**src/rtl/gray_step_sequencer.sv**
```systemverilog
// gray_step_sequencer
//   Produces the clk_en strobes for a gray_Nbits counter at a programmable rate.
//   It can free-run, run a counted number of steps, or issue a single step.
//   It also watches the counter's output for wrap-around and, when the checker
//   is built in, for illegal Gray transitions.
//
// Build option:
//   GRAY_CHECK_EN  defined   -> gray_err is a sticky illegal-transition flag
//                  undefined -> gray_err is tied to 0 and no checker is built
//
// Ports:
//   clk, rst        system clock (rising edge), synchronous active-high reset
//   start           begin a run; div_val/num_steps are captured here
//   stop            abort a run or a step
//   step            issue exactly one enable from IDLE
//   div_val         enable period minus 1
//   num_steps       enables per run, 0 = free-run
//   gray_in         gray_out of the driven counter
//   clk_en          registered one-cycle enable strobe to the counter
//   busy            high while in RUN or STEP
//   done            one-cycle pulse after the final enable of a counted run
//   steps_done      enables issued since the last start/step
//   wrap            one-cycle pulse after gray_in returns to 0
//   gray_err        sticky illegal-transition flag
//
// state  | meaning
// -------+-------------------------------------------------------------
// S_IDLE | waiting for start/step, no enables issued
// S_RUN  | prescaler running, enable on every terminal count
// S_STEP | single enable in flight, back to idle next cycle
module gray_step_sequencer #(
  parameter int N     = 5,
  parameter int DIV_W = 8,
  parameter int CNT_W = 16
) (
  input  logic             clk,
  input  logic             rst,
  input  logic             start,
  input  logic             stop,
  input  logic             step,
  input  logic [DIV_W-1:0] div_val,
  input  logic [CNT_W-1:0] num_steps,
  input  logic [N-1:0]     gray_in,
  output logic             clk_en,
  output logic             busy,
  output logic             done,
  output logic [CNT_W-1:0] steps_done,
  output logic             wrap,
  output logic             gray_err
);

  typedef enum logic [1:0] {
    S_IDLE = 2'd0,
    S_RUN  = 2'd1,
    S_STEP = 2'd2
  } state_t;

  state_t           state, state_nx;
  logic [DIV_W-1:0] presc, presc_nx, presc_dec;
  logic [DIV_W-1:0] div_cap, div_nx;
  logic [CNT_W-1:0] num_cap, num_nx;
  logic [CNT_W-1:0] steps_nx;
  logic             clk_en_nx;
  logic             done_nx;
  logic             last_step;
  logic [N-1:0]     prev_gray;

  // Down-counter reloads on terminal count; a zero next value means the
  // strobe is registered for the following cycle.
  assign presc_dec = (presc == '0) ? div_cap : (presc - DIV_W'(1));

  // The enable currently on clk_en is the last one of a counted run.
  assign last_step = (num_cap != '0) && ((steps_done + CNT_W'(1)) == num_cap);

  assign busy = (state != S_IDLE);

  always_comb begin
    state_nx  = state;
    presc_nx  = presc;
    div_nx    = div_cap;
    num_nx    = num_cap;
    steps_nx  = steps_done + CNT_W'(clk_en);
    clk_en_nx = 1'b0;
    done_nx   = 1'b0;
    case (state)
      S_IDLE: begin
        if (stop) begin
          state_nx = S_IDLE;
        end else if (start) begin
          state_nx  = S_RUN;
          div_nx    = div_val;
          num_nx    = num_steps;
          presc_nx  = div_val;
          steps_nx  = '0;
          clk_en_nx = (div_val == '0);
        end else if (step) begin
          state_nx  = S_STEP;
          steps_nx  = '0;
          clk_en_nx = 1'b1;
        end
      end
      S_RUN: begin
        if (stop) begin
          state_nx = S_IDLE;
        end else if (clk_en && last_step) begin
          // Leaving here also suppresses the strobe a zero divider would
          // otherwise register on this edge.
          state_nx = S_IDLE;
          done_nx  = 1'b1;
        end else begin
          presc_nx  = presc_dec;
          clk_en_nx = (presc_dec == '0);
        end
      end
      S_STEP: begin
        state_nx = S_IDLE;
      end
      default: begin
        state_nx = S_IDLE;
      end
    endcase
  end

  always_ff @(posedge clk) begin
    if (rst) begin
      state      <= S_IDLE;
      presc      <= '0;
      div_cap    <= '0;
      num_cap    <= '0;
      steps_done <= '0;
      clk_en     <= 1'b0;
      done       <= 1'b0;
    end else begin
      state      <= state_nx;
      presc      <= presc_nx;
      div_cap    <= div_nx;
      num_cap    <= num_nx;
      steps_done <= steps_nx;
      clk_en     <= clk_en_nx;
      done       <= done_nx;
    end
  end

  always_ff @(posedge clk) begin
    if (rst) begin
      prev_gray <= '0;
      wrap      <= 1'b0;
    end else begin
      prev_gray <= gray_in;
      wrap      <= (gray_in == '0) && (prev_gray != '0);
    end
  end

`ifdef GRAY_CHECK_EN
  logic         start_accept;
  logic [N-1:0] gray_diff;
  logic         gray_bad;

  assign start_accept = (state == S_IDLE) && !stop && start;
  assign gray_diff    = gray_in ^ prev_gray;
  // Non-zero difference that is not a power of two: more than one bit flipped.
  assign gray_bad     = (gray_diff != '0) && ((gray_diff & (gray_diff - N'(1))) != '0);

  always_ff @(posedge clk) begin
    if (rst) begin
      gray_err <= 1'b0;
    end else if (start_accept) begin
      gray_err <= 1'b0;
    end else if (gray_bad) begin
      gray_err <= 1'b1;
    end
  end
`else
  assign gray_err = 1'b0;
`endif

endmodule

```
**config.mk**
```make
export PLATFORM = sky130hd
export DESIGN_NAME = gray_step_sequencer
export DESIGN_NICKNAME = d
export VERILOG_FILES = /design/src/rtl/gray_step_sequencer.sv
export SDC_FILE = /design/constraint.sdc
export NUM_CORES = 1
export LEC_CHECK = 0
export BUFFER_PORTS_ARGS = -buffer_cell sky130_fd_sc_hd__buf_2
export CAP_MARGIN = 20
export CORE_MARGIN = 2
export CORE_UTILIZATION = 45
export DETAILED_ROUTE_END_ITERATION = 7
export PLACE_DENSITY = 0.69
export SYNTH_ARGS = -nofsm -noshare
export SYNTH_HDL_FRONTEND = slang
export SYNTH_SLANG_ARGS = --single-unit
```
**constraint.sdc**
```tcl
create_clock -name clk -period 2.4 [get_ports clk]
set_clock_uncertainty 0.05 [all_clocks]
set_input_delay 0.48 -clock clk [delete_from_list [all_inputs] [get_ports clk]]
set_output_delay 0.48 -clock clk [all_outputs]
set_load 0.03 [all_outputs]
```
==> results of run 1 <==
-- cells in the final DEF, fill, tap and decap left out, types with 5 or more instances in the layout --
cell	instances
nand4_1	6
nor3_1	14
nand2_1	73
buf_2	53
nor4_1	12
dfxtp_1	47
xnor2_1	29
a21oi_1	33
nor2_1	32
nand3_1	14
nand2b_1	5
dfxtp_2	9
nor2b_1	8
inv_1	5
buf_4	27
o21ai_0	16
xor2_1	8
clkbuf_8	10
ha_1	5
-- worst min-delay path by stage --
stage / to / slack [ns] / depth (start not counted)
2_1_floorplan: div_cap[6]$_SDFFE_PP0P_ / 0.38 / 2
3_3_place_gp: div_cap[6]$_SDFFE_PP0P_ / 0.41 / 2
4_1_cts: wrap$_SDFF_PP0_ / 0.26 / 2
3_5_place_dp: div_cap[7]$_SDFFE_PP0P_ / 0.41 / 2
5_1_grt: wrap$_SDFF_PP0_ / 0.26 / 2
6_report: wrap$_SDFF_PP0_ / 0.27 / 2
-- per-stage QoR --
stage	total power [mW]	hold slack [ns]	std cells	setup WS, ns
after floorplan	1.31	0.384	406	0.0192
after global placement	1.43	0.406	556	0.119
after detailed placement	1.43	0.410	556	0.0545
after CTS	2.30	0.263	571	0.0558
after global routing	2.41	0.259	572	-0.00292
final	2.29	0.269	572	0.0990
-- cell type report --
cell class	instances	area share
Sequential cell	58	0.302
Inverter	5	0.00480
Tap cell	96	0.0307
Timing Repair Buffer	80	0.120
Clock inverter	4	0.00640
Clock buffer	11	0.0416
Multi-Input combinational cell	318	0.495
-- what timing repair did --
| item | CTS | global route |
|---|---|---|
| buffers inserted | 0 | 1 |
| resized for setup | 0 | 9 |
| endpoints found under the setup margin | 0 | 9 |
-- worst max-delay path: stages (launching register included) --
cell      delay [ns]
dfxtp_4         0.37
nand4_2         0.15
or3_4           0.43
or3_4           0.36
a221oi_4        0.32
nand4_4         0.18
buf_4           0.20
nand3_1         0.06
nand3_1         0.06
-- cell families (layout without fill, tap and decap cells) --
family / count (synthesis) / after routing
simple gates: 195 / 195
compound gates: 76 / 76
flops: 58 / 58
xor+xnor: 37 / 37
buf+inv: 30 / 100
fa+ha+maj: 5 / 5
mux: 4 / 4
other cells: 1 / 1
-- registers in the layout, indices dropped and copies added, names as in the netlist --
| register | cells |
|---|---|
| wrap | 1 |
| steps_done | 16 |
| presc | 8 |
| done | 1 |
| prev_gray | 5 |
| clk_en | 1 |
| num_cap | 16 |
| state | 2 |
| div_cap | 8 |
-- layer usage --
layer | GRT usage | vias to the layer above | part of all wire
li1 | - | 1542 | -
met1 | 0.338 | 1438 | 0.49
met2 | 0.325 | 98 | 0.43
met3 | 0.0532 | 15 | 0.067
met4 | 0.0799 | 0 | 0.015
met5 | 0 | - | 0
-- power by group through the flow --
stage / sequential [mW] / combinational [mW] / clock (mW)
CTS: 1.03 / 0.378 / 0.883
floorplan: 1.05 / 0.268 / 0
finish: 1.04 / 0.391 / 0.866
global route: 1.04 / 0.433 / 0.936
global placement: 1.06 / 0.371 / 0
detailed placement: 1.06 / 0.374 / 0
==> summary.md, run 1 <==
| Metric | Value |
|---|---|
| Outcome | finished clean |
| Switching Power | ~0.67 mW |
| Largest net degree at the start of global routing | 26 |
| XOR/XNOR share of the synthesized area | 0.102 |
| Clk network pwr share | 0.378 |
| Cell count of the worst reg-to-reg path | 8 |
| Core box area | roughly 0.0068 sq mm |
| Leading area contributor after synthesis | dfxtp_1 |
| Post-synth EDFFs | 0 |
| Ant. Diodes | 0 |
| Final nets | 511 |
| Synth Area in Compound Gates | 0.154 |
| Switching Share | 0.292 |
| H-tree depth | 3 |
| Final ANT Viol Nets | 0 |
| CTS sink count | between 50 and 60 |
| Pwr/cell area | ~600 mW/mm^2 |
| Final GP Congestion | between 0.8 and 0.9 |
| Syn Inst Count | roughly 410 |
| WL final | between 8 and 9 mm |
| Rows | 30 |
| Via count | 3093 |
| DRC | 0 |
| Setup crit end kind | flip-flop |
| Final Hold Viols | 0 |
| CTS tree | built |
| Reg2reg start | steps_done[7]$_SDFF_PP0_ |
| Port Buffers | 53 |
| Crit Path Max Fanout | 7 |
| DR pass1 iterations | 5 |
| Most instantiated cells after synthesis | nand2_1 (73), dfxtp_1 (58), a21oi_1 (33) |
| CTS Buf Count | 9 |
| Total area of sequential cells | approximately 0.0012 sq mm |
| Simple-Gate Fraction of Synth Area | 0.305 |
| Worst setup path start | steps_done[7]$_SDFF_PP0_ |
| Synth async-reset ratio | 0 |
| FMAX | between 400 and 500 MHz |
| Net Count, Synth | roughly 450 |
| Reg2reg end | presc[7]$_SDFFE_PP0P_ |
| Seq/Total Area, Yosys | 0.364 |
| RSZ-0062 raised after global routing | yes |
| Main combinational cell family by area after synthesis | simple AND/OR/NAND/NOR gates |
| Clock slew at reported path FFs | roughly 0.070 ns |
| Root buffer cell | clkbuf_8 |
| Initial core utilization | 0.467 |
| # IOs | 55 |
| Area Overhead vs Synth | 22.5% |
| Max-Slew Margin vs Limit | 0.628 |
| Layout cells sized above 1 | 0.273 |
| Yosys top cell area share | 0.364 |
| Critical Path End | presc[7]$_SDFFE_PP0P_ |
| Adder-Cell Fraction of Synth Area | 0.0196 |
| Multi-input logic area | 0.00194 sq mm |
| Post-DP Area | around 0.0037 sq mm |
| GRT Total Usage | 0.229 |
| Finished layout cell area | ~0.004 sq mm |
| Most frequent cell after synthesis | nand2_1 |
| Cts hold-fix bufs | 0 |
| Final period util | 0.959 |
| Internal Power | 1.62 mW |
| Pleak | between 1.5 and 2 nW |
| Die Ht | around 88 um |
| Ys flop type | dfxtp_1 |
| Worst slew pin tran | between 0.5 and 0.6 ns |
| Top post-synthesis cells by area | dfxtp_1 (36%), nand2_1 (8.6%), xnor2_1 (8.0%) |
| Worst Path Arrival | ~2.5 ns |
| Worst reg2reg setup slack | ~0.1 ns |
| Cell Area, Synth | between 0.003 and 0.004 sq mm |
| Min-delay src | gray_in[4] |
| Post-DP HPWL | approximately 6.3 mm |
| Worst Setup Start Kind | flip-flop |
| Sequential Power Share | 0.452 |
| Initial antenna violation count | 0 |
| Synth unique cells | between 50 and 60 |
| Vias in the first global route | a little under 3000 |
| HP Class | input port to flip-flop |
| Critical Path RT | 2.58 ns |
| Via/cell ratio | approximately 5.4 |
| Per-cell routed wire length | about 15 um |
| Initial DRC Count | 220 |
| First-pass GRT wire length | 13.9 mm |
| Worst skew pair latency | around 0.34 ns |
| Slew Limit Fails | 0 |
| Die ar. | 0.00778 sq mm |
| Yosys warnings | 0 |
| #FFs+latches synth | 58 |
| Die width | ~90 um |
| Filler cells | 698 |
| Total congestion overflow | 0 |
| Sum of negative setup slack | 0 ns |
| # setup viols final | 0 |
| Clock Path Buffers | 2 |
| Combinational power share | 0.171 |
| Fin crit period | ~2.3 ns |
| Max-Cap Viols | 0 |
| Mux share of post-synthesis cell area | 0.0133 |
| VDD IR-drop max | about 0.34 mV |
| Kind of critical path | flip-flop to flip-flop |
| Fin util | 0.573 |
| Avg Synthesized Cell Area | ~7.9 sq um |
Power figures use the tool's default switching activity.
==> run 2: changes to the inputs <==
--- a/config.mk
+++ b/config.mk
@@ -7,6 +7,7 @@
 export LEC_CHECK = 0
 export BUFFER_PORTS_ARGS = -buffer_cell sky130_fd_sc_hd__buf_2
 export CAP_MARGIN = 20
+export CORE_ASPECT_RATIO = 0.6
 export CORE_MARGIN = 2
 export CORE_UTILIZATION = 45
 export DETAILED_ROUTE_END_ITERATION = 7
==> run 2 against run 1 <==
Effect of this change: global-route usage grew 1.1 points; die area grew 0.28%; count of clock-buffer cells in the layout grew 2; final cell count shrank 0.17%; utilization grew 4.0 points; worst setup slack lost 0.044 ns; total power grew 19%; combinational power grew 3%; register-to-register slack lost 0.04 ns; hold slack gained 0.029 ns; design area grew 5.9%; critical path type unchanged; critical endpoint is now presc[1]$_SDFFE_PP0P_; largest cell class unchanged.
==> summary.md, run 2 (same netlist as run 1, synthesis figures left out) <==
| Metric | Value |
|---|---|
| Rows | 23 (-23%) |
| Setup crit end kind | flip-flop |
| Largest net degree at the start of global routing | 26 (unchanged) |
| Final ANT Viol Nets | 0 (unchanged) |
| Total congestion overflow | 0 (unchanged) |
| Root buffer cell | clkbuf_16 |
| First-pass GRT wire length | 15.0 mm (+7.7%) |
| Initial DRC Count | 243 (+10%) |
| GRT Total Usage | 0.240 (+0.0112) |
| Die Ht | 69.2 um (-22%) |
| Via/cell ratio | 5.69 (+5.3%) |
| Hold slack | 0.298 ns (+0.0285 ns) |
| Worst slew pin tran | 0.605 ns (+0.0512 ns) |
| CTS sink count | 58 (unchanged) |
| Critical Path RT | 2.55 ns (-0.03 ns) |
| Finished layout cell area | 0.00414 sq mm (+5.9%) |
| Final Hold Viols | 0 (unchanged) |
| Port Buffers | 53 (unchanged) |
| Outcome | finished clean |
| Max-Cap Viols | 0 (unchanged) |
| Final period util | 0.977 (+0.0184) |
| Fin crit period | 2.35 ns (+0.0441 ns) |
| Die ar. | 0.00780 sq mm (+0.28%) |
| Slowest stage cell on the critical path | or3_4 |
| HP Class | input port to flip-flop |
| Core box area | 0.00676 sq mm (-1.0%) |
| CTS tree | built |
| Via count | 3250 (+5.1%) |
| Worst stage delay on the critical path | 0.42 ns (about the same) |
| Post-DP HPWL | 6.99 mm (+11%) |
| FMAX | 426 MHz (-1.9%) |
| Ant. Diodes | 0 (unchanged) |
| Kind of critical path | flip-flop to flip-flop |
| Placed instance count | 547 (-1.6%) |
| Crit Path Max Fanout | 6 (-1) |
| Crit path cell chain | nand4_2 -> or3_4 -> or3_4 -> a221oi_4 -> nand4_4 -> buf_12 -> a211oi_4 -> a211oi_2 |
| Max-Slew Margin vs Limit | 0.593 (-0.0347) |
| Die width | 113 um (+28%) |
| Worst Path Arrival | 2.49 ns (about the same) |
| Worst skew pair latency | 0.32 ns (-0.02 ns) |
| Clock Path Buffers | 2 (unchanged) |
| # setup viols final | 0 (unchanged) |
| Cts hold-fix bufs | 0 (unchanged) |
| Most frequent cells in the layout | nand2_1 (72), buf_2 (54), dfxtp_1 (45) |
| Worst Setup Start Kind | flip-flop |
| Post-DP Area | 0.00367 sq mm (-0.31%) |
| Area Overhead vs Synth | 29.7% |
| Pleak | 1.65 nW (+8.4%) |
| Layout Cells excl Fill | 571 (-0.17%) |
| VDD IR-drop max | 0.353 mV (+4.2%) |
| Pre-CTS WS | 0.0271 ns (-0.0275 ns) |
| Pwr/cell area | 660 mW/mm^2 (+13%) |
| # IOs | 55 (unchanged) |
| Clock slew at reported path FFs | 0.05 ns (-0.02 ns) |
| Most common cell after layout, fill and taps aside | nand2_1 |
| Layout cells sized above 1 | 0.295 (+0.0223) |
| DRC | 0 (unchanged) |
| Initial antenna violation count | 0 (unchanged) |
| DR pass1 iterations | 5 (unchanged) |
| Slew Limit Fails | 0 (unchanged) |
| Most frequent cell on the critical path | or3_4 |
| RSZ-0062 raised after global routing | yes |
| Final nets | 519 (+1.6%) |
| WL final | 9.45 mm (+12%) |
| Setup WS post-layout | 0.0549 ns (-0.0441 ns) |
| Largest regs | num_cap x16, steps_done x16 |
| H-tree depth | 3 (unchanged) |
| Per-cell routed wire length | 16.5 um (+13%) |
| CTS Buf Count | 9 (unchanged) |
| Vias in the first global route | 2957 (+2.6%) |
| Final GP Congestion | 0.897 (+2.9%) |
| Initial core utilization | 0.472 (+0.00475) |
## run 2: changes by cell type in the layout (fill, tap and decap cells not counted), moves of 2 or more
| cell | delta |
|---|---|
| nor3_2 | +2 |
| clkinvlp_4 | -2 |
| clkbuf_16 | +8 |
| dfxtp_1 | -2 |
| dfxtp_4 | +4 |
| nor3_1 | -2 |
| dfxtp_2 | -2 |
| buf_4 | +6 |
| clkbuf_8 | -7 |
## run 2: final timing paths
kind | start | to | slack, ns | cells after the start
max | steps_done[7]$_SDFF_PP0_ | presc[1]$_SDFFE_PP0P_ | 0.05 | 8
min | gray_in[4] | wrap$_SDFF_PP0_ | 0.30 | 2
max reg2reg | steps_done[7]$_SDFF_PP0_ | presc[1]$_SDFFE_PP0P_ | 0.05 | 8
min reg2reg | div_cap[6]$_SDFFE_PP0P_ | div_cap[6]$_SDFFE_PP0P_ | 0.41 | 2
## run 2: what timing repair did
| action | CTS | global route |
|---|---|---|
| setup buffers | 0 | 9 |
| endpoints found under the setup margin | 0 | 11 |
| gates resized for setup | 0 | 22 |
## run 2: final cells by class
class / count / area [sq um]
inverters: 5 / 18.8
fillers: 594 / 2620
clock buffers: 13 / 270
multi-input cells: 318 / 1980
well taps: 87 / 109
clock inverters: 2 / 35.0
repair buffers: 88 / 538
flip-flops and latches: 58 / 1190
## run 2: metal layers
metal	track usage	vias up	routed length, um
met5	0	-	0
met2	0.327	179	3850
met3	0.0752	19	963
li1	-	1567	-
met4	0.0610	0	123
met1	0.362	1485	4510
## run 2: metrics by stage
stage | TNS, ns | total power, mW | utilization
2_1_floorplan | 0 | 1.31 | -
3_3_place_gp | 0 | 1.43 | 0.543
3_5_place_dp | 0 | 1.44 | 0.543
4_1_cts | 0 | 2.74 | 0.588
5_1_grt | -0.126 | 2.85 | 0.612
6_report | 0 | 2.73 | 0.612
## run 2: power by group
| group | leakage (nW) | switching (mW) | internal, mW |
|---|---|---|---|
| clock network | 0.152 | 0.420 | 0.880 |
| registers | 0.481 | 0.0357 | 0.996 |
| logic | 1.01 | 0.232 | 0.170 |
| total | 1.65 | 0.688 | 2.05 |
## run 2: critical path, delay by kind of cell (launching register included)
kind	cells	cell delay (ns)
and+or+nand+nor	4	1.04
buffers and inverters	1	0.16
AOI/OAI and AO/OA	3	0.59
DFF	1	0.38
==> run 3: changes to the inputs <==
--- a/config.mk
+++ b/config.mk
@@ -12,6 +12,7 @@
 export CORE_UTILIZATION = 45
 export DETAILED_ROUTE_END_ITERATION = 7
 export PLACE_DENSITY = 0.69
+export SETUP_SLACK_MARGIN = 0.5
 export SYNTH_ARGS = -nofsm -noshare
 export SYNTH_HDL_FRONTEND = slang
 export SYNTH_SLANG_ARGS = --single-unit
==> constraint.sdc (replaced) <==
create_clock -name clk -period 2.06 [get_ports clk]
set_clock_uncertainty 0.05 [all_clocks]
set_input_delay 0.412 -clock clk [delete_from_list [all_inputs] [get_ports clk]]
set_output_delay 0.412 -clock clk [all_outputs]
set_load 0.03 [all_outputs]
==> run 3 against run 2 <==
Effect of this change: utilization grew 9.8 points; via count increased by 6.5%; largest power group unchanged; count of clock-buffer cells in the layout decreased by 1; first-iteration DRC count increased by 21%; hold slack worse by 0.085 ns; critical path type unchanged; maximum frequency increased by 4.4%; combinational power increased by 52%; worst setup slack lost 0.24 ns; sequential cell count did not move; non-clock buffer count is 36 higher; the flow now finishes with violations (negative setup slack); register-to-register slack worse by 0.24 ns; global-route usage up 3.3 points; largest cell class unchanged.
==> summary.md, run 3 (same netlist as run 1, synthesis figures left out) <==
| Metric | Value |
|---|---|
| Outcome | finished, violations left |
| Failing checks | negative setup slack |
| Sum of negative setup slack | -1.49 ns (-1.49 ns) |
| DRC | 0 (unchanged) |
| Max-Slew Margin vs Limit | 0.647 (+0.0536) |
| RSZ-0062 raised after global routing | yes |
| Kind of critical path | flip-flop to flip-flop |
| Total congestion overflow | 0 (unchanged) |
| # setup viols final | 11 (+11) |
| Cts hold-fix bufs | 0 (unchanged) |
| Post-DP HPWL | 7.56 mm (+8.1%) |
| CTS sink count | 58 (unchanged) |
| Setup crit end kind | flip-flop |
| Worst skew pair latency | 0.34 ns (+0.02 ns) |
| Largest net degree at the start of global routing | 26 (unchanged) |
| Layout cells sized above 1 | 0.418 (+0.122) |
| Worst Setup Start Kind | flip-flop |
| # IOs | 55 (unchanged) |
| GRT Total Usage | 0.273 (+0.0334) |
| CTS tree | built |
| VDD IR-drop max | 0.484 mV (+37%) |
| FMAX | 445 MHz (+4.4%) |
| Die Ht | 69.2 um (unchanged) |
| HP Class | input port to flip-flop |
| Die ar. | 0.00780 sq mm (unchanged) |
| Via/cell ratio | 5.68 (-0.12%) |
| Worst slew pin tran | 0.525 ns (-0.0797 ns) |
| Via count | 3462 (+6.5%) |
| Filler cells | 534 (-10%) |
| Pleak | 1.91 nW (+16%) |
| Die width | 113 um (unchanged) |
| Max-Cap Viols | 0 (unchanged) |
| Pre-CTS WS | -0.287 ns (-0.314 ns) |
| Final period util | 1.09 (+0.113) |
| Initial antenna violation count | 0 (unchanged) |
| Largest regs | num_cap x16, steps_done x16 |
| Clock Path Buffers | 2 (unchanged) |
| Initial core utilization | 0.472 (unchanged) |
| Fin crit period | 2.25 ns (-0.0991 ns) |
| Worst Path Arrival | 2.41 ns (-0.08 ns) |
| CTS Buf Count | 9 (unchanged) |
| Root buffer cell | clkbuf_16 |
| Most common cell after layout, fill and taps aside | nand2_1 |
| Final nets | 556 (+7.1%) |
| Final GP Congestion | 0.936 (+4.4%) |
| Slew Limit Fails | 0 (unchanged) |
| Crit Path Max Fanout | 4 (-2) |
| Hold slack | 0.213 ns (-0.0853 ns) |
| Port Buffers | 53 (unchanged) |
| Multi-input logic area | 0.00233 sq mm (+18%) |
| Per-cell routed wire length | 17.7 um (+6.8%) |
| Core box area | 0.00676 sq mm (unchanged) |
| First-pass GRT wire length | 16.7 mm (+11%) |
| Critical Path RT | 2.23 ns (-0.32 ns) |
| Area Overhead vs Synth | 50.5% |
| Setup WS post-layout | -0.186 ns (-0.241 ns) |
| Finished layout cell area | 0.00480 sq mm (+16%) |
| WL final | 10.8 mm (+14%) |
| DR pass1 iterations | 4 (-1) |
| Pwr/cell area | 651 mW/mm^2 (-1.4%) |
| Final Hold Viols | 0 (unchanged) |
| Post-DP Area | 0.00400 sq mm (+8.8%) |
| Fin util | 0.710 (+0.0979) |
| Clock slew at reported path FFs | 0.05 ns (about the same) |
| Most frequent cells in the layout | nand2_1 (73), buf_4 (57), buf_2 (49) |
| Vias in the first global route | 3188 (+7.8%) |
| Initial DRC Count | 294 (+21%) |
| Final ANT Viol Nets | 0 (unchanged) |
| H-tree depth | 3 (unchanged) |
| Ant. Diodes | 0 (unchanged) |
| Total area of sequential cells | 0.00121 sq mm (+1.3%) |
| Rows | 23 (unchanged) |
==> run 3: cell types whose count changed in the layout (fill, tap and decap cells not counted), moves of 5 or more <==
cell / before / now
nor2_1: 32 / 25
o21ai_0: 17 / 11
buf_2: 54 / 49
buf_4: 33 / 57
nand3_1: 14 / 7
buf_6: 0 / 16
o21ai_1: 2 / 7
nor3_1: 12 / 7
==> run 3: stage by stage <==
step | total power [mW] | cells
floorplan | 1.53 | 406
global placement | 1.74 | 577
detailed placement | 1.74 | 577
CTS | 3.10 | 597
global route | 3.24 | 609
finish | 3.13 | 609
==> run 3: worst max-delay path, cell delays in order (launching register included) <==
cell	delay (ns)
dfxtp_4	0.38
nand4_4	0.11
or3_4	0.37
or3_4	0.37
a221oi_4	0.35
buf_4	0.18
nand4_4	0.11
nand3b_1	0.13
nand3_1	0.07
==> run 3: power breakdown <==
part           switching (mW)  leakage (nW)  internal, mW
clock network           0.518         0.128         0.802
logic                   0.330          1.30         0.280
registers              0.0393         0.484          1.16
total                   0.888          1.91          2.24
==> run 3: layout make-up <==
type	count	share of cell area
clock buffer	12	0.0492
clock inverter	4	0.00391
inverter	5	0.00391
multi-input combinational	319	0.485
sequential	58	0.251
tap	87	0.0227
timing repair buffer	124	0.183
==> run 3: metal layers <==
metal,vias up,global-route usage,routed length (um)
met3,13,0.0839,950
li1,1644,-,-
met5,-,0,0
met4,0,0.0840,110
met1,1638,0.419,5330
met2,167,0.359,4370
==> run 3: path summary, 6_finish.rpt <==
check	start	endpoint	slack, ns	cells after the start
worst min register to register	div_cap[7]$_SDFFE_PP0P_	div_cap[7]$_SDFFE_PP0P_	0.41	2
worst min-delay path	gray_in[4]	wrap$_SDFF_PP0_	0.21	2
worst max register to register	steps_done[7]$_SDFF_PP0_	presc[2]$_SDFFE_PP0P_	-0.19	8
worst max-delay path	steps_done[7]$_SDFF_PP0_	presc[2]$_SDFFE_PP0P_	-0.19	8
==> run 3: timing repair <==
item | in CTS | in global routing
resized for setup | 48 | 44
hold endpoints to repair | 0 | 0
gates cloned | 1 | 0
buffers inserted | 3 | 12
pin swaps | 7 | 21
endpoints found under the setup margin | 28 | 46
